[src/rtl/button_event_pkg.sv]
// ---------------------------------------------------------------------------
// button_event_pkg
//   Shared types and timing defaults for the pushbutton event generator.
//   - state_t : FSM state encoding (IDLE=0, DOWN=1, LONG=2; code 3 is unused
//               and recovers to IDLE).
//   - default timing for a 27 MHz system clock (0.5 s long press, 0.1 s repeat).
// ---------------------------------------------------------------------------
package button_event_pkg;

  typedef enum logic [1:0] {
    S_IDLE = 2'd0,
    S_DOWN = 2'd1,
    S_LONG = 2'd2
  } state_t;

  // 27 MHz defaults; instantiators override these through parameters.
  localparam int DEF_LONG_DELAY    = 13_500_000;
  localparam int DEF_REPEAT_PERIOD = 2_700_000;
  localparam int DEF_NBITS         = 24;

  // Held states drive the 'held' level output.
  function automatic logic is_held(input state_t s);
    return (s == S_DOWN) || (s == S_LONG);
  endfunction

endpackage

[src/rtl/button_event.sv]
// ---------------------------------------------------------------------------
// button_event
//   Turns one debounced, clk-synchronous button level into single-cycle event
//   pulses (press, release, long press, auto-repeat) plus a 'held' level.
//   All outputs are registered.
//
// Ports
//   clk           in   system clock
//   reset         in   asynchronous, active-high reset
//   btn           in   debounced button level, active-high
//   press         out  1-cycle pulse: button went down
//   release_evt   out  1-cycle pulse: button went up
//   long_press    out  1-cycle pulse: held for LONG_DELAY cycles
//   repeat_evt    out  1-cycle pulse every REPEAT_PERIOD cycles while long
//   held          out  level: 1 while in DOWN or LONG
//
//   'release' and 'repeat' are SystemVerilog keywords, hence the _evt names.
//
// state | meaning
// ------+-----------------------------------------------------------
// IDLE  | button up, waiting for btn=1
// DOWN  | button down, counting towards LONG_DELAY
// LONG  | long press reached, counting repeat periods
// ---------------------------------------------------------------------------
module button_event
  import button_event_pkg::*;
#(
  parameter int LONG_DELAY    = DEF_LONG_DELAY,
  parameter int REPEAT_PERIOD = DEF_REPEAT_PERIOD,
  parameter bit REPEAT_EN     = 1'b1,
  parameter int NBITS         = DEF_NBITS
) (
  input  logic clk,
  input  logic reset,
  input  logic btn,
  output logic press,
  output logic release_evt,
  output logic long_press,
  output logic repeat_evt,
  output logic held
);

  localparam logic [NBITS-1:0] LONG_LAST   = NBITS'(LONG_DELAY - 1);
  localparam logic [NBITS-1:0] REPEAT_LAST = NBITS'(REPEAT_PERIOD - 1);

  state_t           state;
  logic [NBITS-1:0] count;

  always_ff @(posedge clk or posedge reset) begin
    if (reset) begin
      state       <= S_IDLE;
      count       <= '0;
      press       <= 1'b0;
      release_evt <= 1'b0;
      long_press  <= 1'b0;
      repeat_evt  <= 1'b0;
      held        <= 1'b0;
    end else begin
      // Pulses default low so each is high for exactly one cycle.
      press       <= 1'b0;
      release_evt <= 1'b0;
      long_press  <= 1'b0;
      repeat_evt  <= 1'b0;

      case (state)
        S_IDLE: begin
          if (btn) begin
            state <= S_DOWN;
            press <= 1'b1;
            count <= '0;
          end
        end

        S_DOWN: begin
          // Release is tested first so it wins over long_press.
          if (!btn) begin
            state       <= S_IDLE;
            release_evt <= 1'b1;
            count       <= '0;
          end else if (count == LONG_LAST) begin
            state      <= S_LONG;
            long_press <= 1'b1;
            count      <= '0;
          end else begin
            count <= count + 1'b1;
          end
        end

        S_LONG: begin
          if (!btn) begin
            state       <= S_IDLE;
            release_evt <= 1'b1;
            count       <= '0;
          end else if (REPEAT_EN && (count == REPEAT_LAST)) begin
            repeat_evt <= 1'b1;
            count      <= '0;
          end else if (count != REPEAT_LAST) begin
            // With repeat disabled the count parks at REPEAT_LAST.
            count <= count + 1'b1;
          end
        end

        default: begin
          state <= S_IDLE;
          count <= '0;
        end
      endcase

      held <= is_held(next_state(state, btn, count));
    end
  end

  // Mirror of the state transitions above, used only to register 'held'
  // so it rises with press and falls with release in the same cycle.
  function automatic state_t next_state(input state_t s, input logic b,
                                        input logic [NBITS-1:0] c);
    state_t n;
    n = s;
    case (s)
      S_IDLE:  n = b ? S_DOWN : S_IDLE;
      S_DOWN:  n = !b ? S_IDLE : ((c == LONG_LAST) ? S_LONG : S_DOWN);
      S_LONG:  n = b ? S_LONG : S_IDLE;
      default: n = S_IDLE;
    endcase
    return n;
  endfunction

endmodule

[config.mk]
export PLATFORM = sky130hd
export DESIGN_NAME = button_event
export DESIGN_NICKNAME = d
export VERILOG_FILES = /design/src/rtl/button_event_pkg.sv /design/src/rtl/button_event.sv
export SDC_FILE = /design/constraint.sdc
export NUM_CORES = 1
export LEC_CHECK = 0
export BUFFER_PORTS_ARGS = -buffer_cell sky130_fd_sc_hd__buf_2
export CAP_MARGIN = 15
export CORE_UTILIZATION = 49
export DETAILED_ROUTE_END_ITERATION = 10
export PLACE_DENSITY = 0.68
export SLEW_MARGIN = 20
export SYNTH_ARGS = -nofsm -noshare
export SYNTH_HDL_FRONTEND = slang
export SYNTH_SLANG_ARGS = --single-unit
[constraint.sdc]
create_clock -name clk -period 1.76 [get_ports clk]
set_input_delay 0.264 -clock clk [delete_from_list [all_inputs] [get_ports clk]]
set_output_delay 0.264 -clock clk [all_outputs]
set_load 0.05 [all_outputs]
==> summary.md <==
| Metric | Value |
|---|---|
| Outcome | finished, violations left |
| Violated checks | setup timing |
| Vias per inst | around 6.1 |
| Clock transition at path regs | ~0.06 ns |
| Slowest library cell on the worst path | sky130_fd_sc_hd__dfrtp_2 |
| Capturing element type of the critical path | register |
| Data arrival time of the worst path | roughly 2.0 ns |
| Peak supply drop | about 0.56 mV |
| Total internal power | about 1.4 mW |
| TritonCTS buffer count | 5 |
| Total grt overflow | 0 |
| Count of endpoints failing hold in the final timing report | 0 |
| Count of flip-flops with a built-in enable after synthesis | 0 |
| Startpoint type of the worst setup path | register |
| Number of sinks on the clock net | 31 |
| Sw power | around 0.86 mW |
| Final worst path period share | 107.2% |
| Number of maximum-capacitance constraint violations | 0 |
| Number of detailed-route iterations in the first pass | 4 |
| Cell area after technology mapping | between 2000 and 2500 µm² |
| Most Frequent Cell on Critical Path | sky130_fd_sc_hd__o211ai_1 |
| Number of fill cells | 340 |
| Synthesis-to-layout area growth | 28.15% |
| Maximum level of the CTS H-tree | 2 |
| Top cell family by delay on the critical path | compound AO/OA/AOI/OAI gates |
| Crit path kind | reg2reg |
| Routing usage on met3 | 5.405% |
| Number of DRC markers in iteration 0 | around 140 |
| Maximum fanout along the worst path | 18 |
| Antenna violations before repair | 0 |
| Global routing met1 resource utilization | 36.70% |
| Count of buffer and inverter cells on the critical path | 1 |
| Maximum buffer depth of the clock tree | 2 |
| Relative slew slack | a little under three quarters |
| Worst Slack Setup Final | -0.1259 ns |
| Worst stage delay on the critical path | 0.44 ns |
| Number of placement rows | 23 |
| Pin count of the biggest net entering global routing | 32 |
| Fraction of power consumed by sequential logic | 33.9% |
| Vias after detailed routing | ~2100 |
| Number of setup violations in the final report | 23 |
| TritonCTS clock tree | built |
| Core box area | about 4100 µm² |
| Top-level I/O count | 8 |
| Vias in the first global route | approximately 1900 |
| Worst-Skew Late Latency | around 0.28 ns |
| Fraction of the yosys area taken by sequential cells | between 30% and 40% |
| PortBufs | 7 |
| Maximum clock skew at final layout | 0.006449 ns |
| Combinational share of power | a little over two fifths |
| Ys async rst share | 100.0% |
| Unrepaired setup endpoints after global routing | yes |
| Met2 track utilization from global routing | 45.54% |
| Required time of the critical path | roughly 1.9 ns |
| Starting utilization of the core area | between 50% and 60% |
| Die area | between 4000 and 5000 µm² |
| Final-stage net count | 300 |
| Count of state elements after synthesis | 31 |
| Power density of the placed cells | between 800 and 900 nW/µm² |
| Die X | just under 70 µm |
| Slew Limit Fails | 0 |
| Achievable frequency | around 530 MHz |
| Instance count of the mapped netlist | between 200 and 250 |
| Leakage power | around 1.2 nW |
| Final Wtd Congestion | approximately 0.80 |
| Post-placement cell area | between 2000 and 2500 µm² |
| Final routed wirelength across all metal layers | around 5800 µm |
| Detail Placement HPWL | ~3600 µm |
| Overall track demand over capacity in global routing | between 20% and 30% |
| Fraction of power spent switching nets | a little under two fifths |
| Prevailing post-synth register cell | sky130_fd_sc_hd__dfrtp_1 |
| Critical-path cell list | nor4_4 -> nand4_1 -> o21a_2 -> buf_12 -> o211ai_1 -> o211ai_1 |
| Synth unique cells | 45 |
| Tmin final | 1.886 ns |
| Root buf cell | sky130_fd_sc_hd__clkbuf_8 |
| Wire length of the first global-routing pass | around 9400 µm |
| Number of buffers inserted by hold repair at cts | 0 |
| GRT Max-Usage Layer | met2 |
| Average cell area after synthesis | 8.671 µm² |
| Pre-CTS worst setup slack | -0.09651 ns |
| Number of design rule violations left after detail routing | 0 |
| Slew @ Worst Pin | 0.4209 ns |
| Worst slack on hold paths | 0.04858 ns |
| Finished Cell Area | 2711 µm² |
| Die H | 67.71 µm |
| Clock power share | about 23% |
| Antenna diode instance count | 0 |
| Yosys warnings | 0 |
| Class of the tightest hold or removal check | in2async |
| Routed length per instance | roughly 17 µm |
| Layout cell share with drive strength beyond 1 | just over 30% |
| Post-route ant nets | 0 |
| Nets in the synthesized netlist | 252 |
## power groups by stage
| stage | logic, mW | registers (mW) | clock network, mW |
|---|---|---|---|
| after floorplan | 0.387 | 0.861 | 0 |
| after global placement | 0.742 | 0.789 | 0 |
| after detailed placement | 0.742 | 0.790 | 0 |
| after CTS | 1.02 | 0.777 | 0.534 |
| after global routing | 1.05 | 0.783 | 0.560 |
| final | 0.988 | 0.776 | 0.522 |
## final timing paths
kind / cells past startpoint / slack [ns] / end / startpoint
max: 6 / -0.13 / count[7] / count[11]
min: 3 / 0.05 / long_press / reset
max reg2reg: 6 / -0.13 / count[7] / count[11]
min reg2reg: 2 / 0.59 / count[0] / count[0]
max in group asynchronous: 3 / 1.39 / count[11] / reset
min in group clk: 2 / 0.25 / release_evt / btn
## Yosys cell counts (all sizes together) (6+ instances only)
cell type,n,area share [%]
and3,11,3.3
buf,12,4.0
clkbuf,6,1.1
dfrtp,31,37
inv,11,2.0
nand2,38,6.7
nand3,16,4.0
nand4,9,2.7
nor2,8,1.4
nor2b,6,1.8
nor3,10,2.4
o2111ai,13,6.0
o211ai,18,7.6
o21ai,8,1.9
## per-stage QoR
step,total power [mW],util (%),TNS (ns),std cells
floorplan,1.248,-,-0.001608,244
global placement,1.532,60.13,-0.1767,326
detailed placement,1.532,60.13,-0.9795,326
CTS,2.331,65.19,-0.4309,338
global route,2.390,66.35,-2.750,341
finish,2.287,66.35,-1.411,341
## flip-flops by register name, indices dropped and copies added (netlist names)
register	count
state	2
release_evt	1
long_press	1
held	1
press	1
count	24
repeat_evt	1
## layer usage
| metal | part of all wire (%) | routed length (µm) | vias to the layer above |
|---|---|---|---|
| met3 | 6.1 | 353 | 10 |
| met2 | 48 | 2793 | 64 |
| met1 | 44 | 2531 | 998 |
| met4 | 1.8 | 104 | 0 |
| met5 | 0 | 0 | - |
| li1 | - | - | 1007 |
## cell families after synthesis
group	share of synthesized area (%)
compound gates	21.94
fa+ha+maj	2.957
buf+inv	6.978
flops	36.66
simple gates	31.46
## tightest hold or removal path, stage by stage
cell	delay, ns
sky130_fd_sc_hd__buf_2	0.09
sky130_fd_sc_hd__inv_1	0.04
sky130_fd_sc_hd__buf_4	0.36
## layout by cell type (no fill, tap or decap), drive strengths merged, types with 5 or more instances in the layout
cell type  count
o221ai         5
buf           59
nor3          10
nor2b          6
and2           5
o211ai        18
nand2         38
o21ai          8
and3          11
o2111ai       13
clkbuf         6
inv           11
nor4           5
nand4          9
dfrtp         31
nand3         16
ha             5
nor2           8
## timing repair
action / in CTS / in global routing
gates cloned: 3 / 0
gates resized for setup: 16 / 9
endpoints found under the setup margin: 26 / 26
pin swaps: 15 / 8
setup buffers: 3 / 5
## layout make-up
class	instances	area, µm²	share of cell area [%]
multi-input combinational	184	1259	46.42
sequential	31	777.0	28.66
timing repair buffer	59	499.2	18.41
clock buffer	6	72.57	2.677
tap	50	62.56	2.307
inverter	11	41.29	1.523
No activity file was read; power rests on OpenSTA's default activity.
